--- src/rtl/hex_digit_counter_pkg.sv ---
// Shared definitions for the hex digit counter: speed encodings and the
// period multiplier that turns a speed selection into a divider period.
package hex_counter_pkg;

    // Speed selection encodings driven on the speed input.
    typedef enum logic [1:0] {
        SPD_FULL    = 2'b00,
        SPD_1HZ     = 2'b01,
        SPD_HALF    = 2'b10,
        SPD_QUARTER = 2'b11
    } speed_t;

    // Number of one-second periods per digit step. SPD_FULL reports 1 here but
    // is special-cased by the divider to a period of one clock cycle.
    function automatic logic [2:0] mult(input logic [1:0] speed);
        logic [2:0] m;
        case (speed)
            SPD_FULL:    m = 3'd1;
            SPD_1HZ:     m = 3'd1;
            SPD_HALF:    m = 3'd2;
            SPD_QUARTER: m = 3'd4;
            default:     m = 3'd1;
        endcase
        return m;
    endfunction

endpackage

--- src/rtl/hex_digit_counter_if.sv ---
// Control and status bundle of one hex digit counter.
//
// Signal semantics: there is no valid/ready handshake on this bundle. All
// inputs (enable, speed, load, load_value) are level signals sampled at every
// rising clock edge; digit and div_cnt are registered state, while tick and
// carry are combinational from that state and the current inputs and are
// meaningful for one cycle only.
interface hex_digit_counter_if #(
    parameter int DIV_W = 28
);
    logic             enable;
    logic [1:0]       speed;
    logic             load;
    logic [3:0]       load_value;
    logic [3:0]       digit;
    logic             tick;
    logic             carry;
    logic [DIV_W-1:0] div_cnt;   // divider state, exposed for observation

    // Producer of the control inputs (a bench or the parent design).
    modport master (
        output enable, speed, load, load_value,
        input  digit, tick, carry, div_cnt
    );

    // The counter itself.
    modport slave (
        input  enable, speed, load, load_value,
        output digit, tick, carry, div_cnt
    );
endinterface

--- src/rtl/hex_digit_counter_rate_divider.sv ---
// Selectable-period rate divider. Produces a one-cycle tick every P(speed)
// enabled cycles. A restart or a change of speed reloads the down-counter so
// no partial period from the old setting survives.
module rate_divider
    import hex_counter_pkg::*;
#(
    parameter int TICKS_PER_SEC = 50000000,
    parameter int DIV_W         = $clog2(4 * TICKS_PER_SEC)
) (
    input  logic             clock,
    input  logic             reset,
    input  logic             enable,
    input  logic [1:0]       speed,
    input  logic             restart,
    output logic             tick,
    output logic [DIV_W-1:0] div_cnt
);

    logic [1:0]       speed_q;
    logic [DIV_W-1:0] cnt;
    logic             speed_change;

    // Period minus one for a given speed; computed two bits wider so that
    // 4*TICKS_PER_SEC never overflows before the subtraction.
    function automatic logic [DIV_W-1:0] reload_value(input logic [1:0] spd);
        logic [DIV_W+1:0] p;
        if (spd == SPD_FULL) begin
            p = (DIV_W + 2)'(1);
        end else begin
            p = (DIV_W + 2)'(mult(spd)) * (DIV_W + 2)'(TICKS_PER_SEC);
        end
        return DIV_W'(p - (DIV_W + 2)'(1));
    endfunction

    assign speed_change = (speed != speed_q);

    // Tick only in an enabled cycle with an expired count and a stable speed;
    // a restart suppresses it so the load cycle never also counts.
    always_comb begin
        tick = enable & ~restart & ~speed_change & (cnt == '0);
    end

    // Down-counter with priority reset > restart > speed change > enable.
    always_ff @(posedge clock) begin
        if (reset) begin
            speed_q <= speed;
            cnt     <= reload_value(speed);
        end else if (restart) begin
            // Track speed here too so a speed change coinciding with a load
            // does not trigger a second reload on the following edge.
            speed_q <= speed;
            cnt     <= reload_value(speed);
        end else if (speed_change) begin
            speed_q <= speed;
            cnt     <= reload_value(speed);
        end else if (enable) begin
            if (cnt == '0) begin
                cnt <= reload_value(speed_q);
            end else begin
                cnt <= cnt - DIV_W'(1);
            end
        end
    end

    assign div_cnt = cnt;

endmodule

--- src/rtl/hex_digit_counter.sv ---
// Rate-divided 4-bit hex counter feeding one 7-segment decoder. The digit
// advances on each divider tick; carry marks the F->0 wrap so several
// counters can be chained through their enable inputs.
module hex_digit_counter
    import hex_counter_pkg::*;
#(
    parameter int TICKS_PER_SEC = 50000000,
    parameter int DIV_W         = $clog2(4 * TICKS_PER_SEC)
) (
    input  logic               clock,
    input  logic               reset,
    hex_digit_counter_if.slave bus
);

    logic             tick;
    logic [DIV_W-1:0] div_cnt;
    logic [3:0]       digit;

    rate_divider #(
        .TICKS_PER_SEC (TICKS_PER_SEC),
        .DIV_W         (DIV_W)
    ) u_rate_divider (
        .clock   (clock),
        .reset   (reset),
        .enable  (bus.enable),
        .speed   (bus.speed),
        .restart (bus.load),
        .tick    (tick),
        .div_cnt (div_cnt)
    );

    // Digit register: reset clears, load overrides, otherwise step on tick.
    always_ff @(posedge clock) begin
        if (reset) begin
            digit <= 4'h0;
        end else if (bus.load) begin
            digit <= bus.load_value;
        end else if (tick) begin
            digit <= digit + 4'd1;
        end
    end

    // Carry is the tick that wraps F back to 0.
    always_comb begin
        bus.carry = tick & (digit == 4'hF);
    end

    assign bus.digit   = digit;
    assign bus.tick    = tick;
    assign bus.div_cnt = div_cnt;

endmodule

--- src/flat_wrapper.sv ---
// flat-port wrapper written by rule: the top's interface ports become plain ports
module hex_digit_counter_flat import hex_counter_pkg::*;
#(
    parameter int TICKS_PER_SEC = 50000000,
    parameter int DIV_W         = $clog2(4 * TICKS_PER_SEC)
)
  (clock, reset, bus_enable, bus_speed, bus_load, bus_load_value, bus_digit, bus_tick, bus_carry, bus_div_cnt);
  hex_digit_counter_if #(.DIV_W(DIV_W)) bus_i ();
  input  logic clock;
  input  logic reset;
  input wire logic [$bits(bus_i.enable)-1:0] bus_enable;
  input wire logic [$bits(bus_i.speed)-1:0] bus_speed;
  input wire logic [$bits(bus_i.load)-1:0] bus_load;
  input wire logic [$bits(bus_i.load_value)-1:0] bus_load_value;
  output wire logic [$bits(bus_i.digit)-1:0] bus_digit;
  output wire logic [$bits(bus_i.tick)-1:0] bus_tick;
  output wire logic [$bits(bus_i.carry)-1:0] bus_carry;
  output wire logic [$bits(bus_i.div_cnt)-1:0] bus_div_cnt;
  assign bus_i.enable = bus_enable;
  assign bus_i.speed = bus_speed;
  assign bus_i.load = bus_load;
  assign bus_i.load_value = bus_load_value;
  assign bus_digit = bus_i.digit;
  assign bus_tick = bus_i.tick;
  assign bus_carry = bus_i.carry;
  assign bus_div_cnt = bus_i.div_cnt;
  hex_digit_counter #(.TICKS_PER_SEC(TICKS_PER_SEC), .DIV_W(DIV_W)) u_core (.clock(clock), .reset(reset), .bus(bus_i));
endmodule
--- config.mk ---
export PLATFORM = sky130hd
export DESIGN_NAME = hex_digit_counter_flat
export DESIGN_NICKNAME = d
export VERILOG_FILES = /design/src/rtl/hex_digit_counter_pkg.sv /design/src/rtl/hex_digit_counter_if.sv /design/src/rtl/hex_digit_counter_rate_divider.sv /design/src/rtl/hex_digit_counter.sv /design/src/flat_wrapper.sv
export SDC_FILE = /design/constraint.sdc
export NUM_CORES = 1
export LEC_CHECK = 0
export BUFFER_PORTS_ARGS = -buffer_cell sky130_fd_sc_hd__buf_2
export CAP_MARGIN = 15
export CELL_PAD_IN_SITES_DETAIL_PLACEMENT = 1
export CELL_PAD_IN_SITES_GLOBAL_PLACEMENT = 1
export CORE_MARGIN = 2
export CORE_UTILIZATION = 40
export CTS_CLUSTER_SIZE = 14
export DETAILED_ROUTE_END_ITERATION = 8
export PLACE_DENSITY = 0.76
export SYNTH_ARGS = -nofsm -noshare
export SYNTH_HDL_FRONTEND = slang
export SYNTH_HIERARCHICAL = 1
export SYNTH_SLANG_ARGS = --single-unit
--- constraint.sdc ---
create_clock -name clock -period 6.9 [get_ports clock]
set_input_delay 1.38 -clock clock [delete_from_list [all_inputs] [get_ports clock]]
set_output_delay 1.38 -clock clock [all_outputs]
set_load 0.05 [all_outputs]
==> out/qor.yml <==
synth_nets: 307
synthFlopType: "edfxtp_1"
cp.required_ns: 5.52
grt_max_degree: 31
avgViaCountPerCell: 6.05
overflow: 0
antenna_left: 0
stdcell_count: 399
place_inst: 391
cts.sinks: 34
remaining_drc_errors: 0
maxCapViolations: 0
start_util: 0.414
clkPwrFrac: 0.266
worstSkewPairLatency_ns: 0.29
cellPowerDensity_nw_per_um2: 200
cts_buffer_depth: 2
place_congestion: 0.872
ios: 44
dp_hpwl_um: 5820
final.setup_skew_ns: 0.00981
grtUsageTotal: 0.221
sequentialPowerShare: 0.452
multi_input_area_um2: 1550
drt-total-wl_um: 7850
yosysSeqAreaShare: 0.371
antenna_found_initial: 0
fin_area_um2: 3000
yosysUniqueCellTypes: 59
synth.cell_area_um2: 2650
grt_pass1_wl_um: 12800
switching_share: 0.377
finalCriticalPeriod_ns: 4.75
worstSetupPathType: "reg2out"
num-fill-cells: 760
regArea_um2: 981
yosys_warnings: 6
end_kind: "output pin"
p_int_uw: 374
worstSetupStartpointType: "flip-flop"
worst_pin_slew_ns: 0.732
hold_viol: 0
hold_path.class: "reg2reg"
port_buffers: 43
leakagePower_nw: 1.12
reg2reg_setup_slack_ns: 3.60
setup_viol: 0
fmax_mhz: 211
crit_arrival_ns: 3.37
htree_levels: 2
cts_tree: "built"
root_buffer: "clkbuf_8"
post-cts-setup-buffers: 0
drt-initial-drc-count: 199
ys_ff_latch: 34
rsz0062_at_grt: "no"
ys_async_sr_fraction: 0
layout-area-overhead-vs-synth_pct: 13.5
fin_nets: 344
cts.repair.resized: 0
die_area_um2: 7280
coreArea_um2: 6390
status: "complete, no violations"
avgSynthCellArea_um2: 9.31
power.switching_uw: 226
cts_made_buffers: 5
die_y_um: 85.3
timing.max_slew.rel_slack: 0.509
finalMaxSlewViolations: 0
routedWlPerCell_um: 19.7
ctsHoldBuffers: 0
peakVddDrop_mv: 0.0950
num_antenna_cells: 0
period_share: 0.688
die_w_um: 85.3
rows: 29
drt_pass1_iterations: 4
drive_gt1_frac: 0.211
totalNegativeSetupSlack_ns: 0
combPwrFrac: 0.281
critPathMaxFanout: 11
synth_edf_count: 30
vias: 2415
placed_area_um2: 2910
grt_pass1_vias: 2388
path_clk_slew_ns: 0.08
synthCells: 284
post-route-util: 0.470
## registers in the layout, summed over array words and instances (netlist names), named ones only
register / cells
u_core/bus.digit: 4
u_core/u_rate_divider/div_cnt: 27
u_core/u_rate_divider/speed_q: 2
## layout make-up
class / count / area share
clock buffers: 8 / 0.0300
inverters: 13 / 0.0162
multi-input cells: 221 / 0.516
flip-flops and latches: 34 / 0.327
well taps: 77 / 0.0321
repair buffers: 46 / 0.0792
## final timing paths
| kind | start | end | cells past startpoint |
|---|---|---|---|
| worst max-delay path | u_core/u_rate_divider/div_cnt[17]$_DFFE_PP_ | bus_carry | 7 |
| worst max register to register | u_core/u_rate_divider/speed_q[0]$_DFFE_PP_ | u_core/u_rate_divider/div_cnt[26]$_DFFE_PP_ | 11 |
| worst min-delay path | u_core/bus.digit[2]$_SDFFE_PP0P_ | u_core/bus.digit[2]$_SDFFE_PP0P_ | 2 |
| worst min register to register | u_core/bus.digit[2]$_SDFFE_PP0P_ | u_core/bus.digit[2]$_SDFFE_PP0P_ | 2 |
## cells in the final DEF, fill, tap and decap left out, types with 3 or more instances in the layout
cell      instances
xor2_1           10
o211ai_1          3
dfxtp_1           4
buf_2            43
xnor2_1          12
edfxtp_1         30
and2_1            3
nor4_1            8
nor3_1           15
mux2i_1           3
or3_1             4
nor4_2            5
o21ai_1          14
ha_1             13
nand2_1          16
and3_1            3
inv_1            13
buf_4             3
nand3_1           5
nand4_1           6
o31ai_1           5
clkbuf_8          6
nor2_1           31
a21oi_1          14
o41ai_1           3
nand2b_1          5
## metrics by stage
stage                     power [mW]  worst slack [ns]  hold WS, ns
after floorplan                0.396              2.32        0.814
after global placement         0.439              2.63        0.590
after detailed placement       0.444              2.48        0.631
after CTS                      0.604              2.13        0.654
after global routing           0.627              1.85        0.693
final                          0.599              2.15        0.645
## power by group through the flow
stage,clock (mW),combinational (mW),sequential [mW]
3_5_place_dp,0,0.169,0.276
6_report,0.160,0.169,0.271
3_3_place_gp,0,0.166,0.274
4_1_cts,0.164,0.169,0.271
2_1_floorplan,0,0.0679,0.329
5_1_grt,0.171,0.181,0.275
## cell families (layout without fill, tap and decap cells)
group	Yosys count	count (layout)	synth area share
XOR/XNOR	22	22	0.0728
AO/OA/AOI/OAI	67	67	0.187
buffers and inverters	29	67	0.0459
flip-flops	34	34	0.371
multiplexers	4	4	0.0156
adder cells (fa/ha/maj)	13	13	0.0615
AND/OR/NAND/NOR	115	115	0.246
## critical path, cell delays in order, from the launching register on
cell and delay [ns]:
edfxtp_1 0.47, nor4_2 0.49, nand4_1 0.54, nor3_2 0.74, and3_1 0.36, nand2_1 0.11
nor2_1 0.10, buf_2 0.26
## cell usage after synthesis (3+ instances only)
| cell | n | area, µm² |
|---|---|---|
| nor4_1 | 9 | 56.3 |
| buf_2 | 7 | 35.0 |
| nor2_1 | 31 | 116 |
| o31ai_1 | 5 | 37.5 |
| nor4_2 | 4 | 50.1 |
| ha_1 | 13 | 163 |
| clkbuf_1 | 8 | 30.0 |
| or3_1 | 4 | 25.0 |
| nand4_1 | 6 | 37.5 |
| o41ai_1 | 3 | 26.3 |
| mux2i_1 | 3 | 30.0 |
| xnor2_1 | 12 | 105 |
| nand2_1 | 16 | 60.1 |
| nor3_1 | 15 | 75.1 |
| a21oi_1 | 14 | 70.1 |
| nand2b_1 | 5 | 31.3 |
| and3_1 | 3 | 18.8 |
| inv_1 | 13 | 48.8 |
| o211ai_1 | 3 | 22.5 |
| dfxtp_1 | 4 | 80.1 |
| xor2_1 | 10 | 87.6 |
| nand3_1 | 5 | 25.0 |
| edfxtp_1 | 30 | 901 |
| o21ai_1 | 14 | 70.1 |
| and2_1 | 3 | 18.8 |
## metal layers
layer | GRT usage | wire, µm
met2 | 0.369 | 3870
met5 | 0 | 0
met3 | 0.0263 | 559
met4 | 0.0563 | 59
met1 | 0.305 | 3370
No activity file was read; power rests on OpenSTA's default activity.
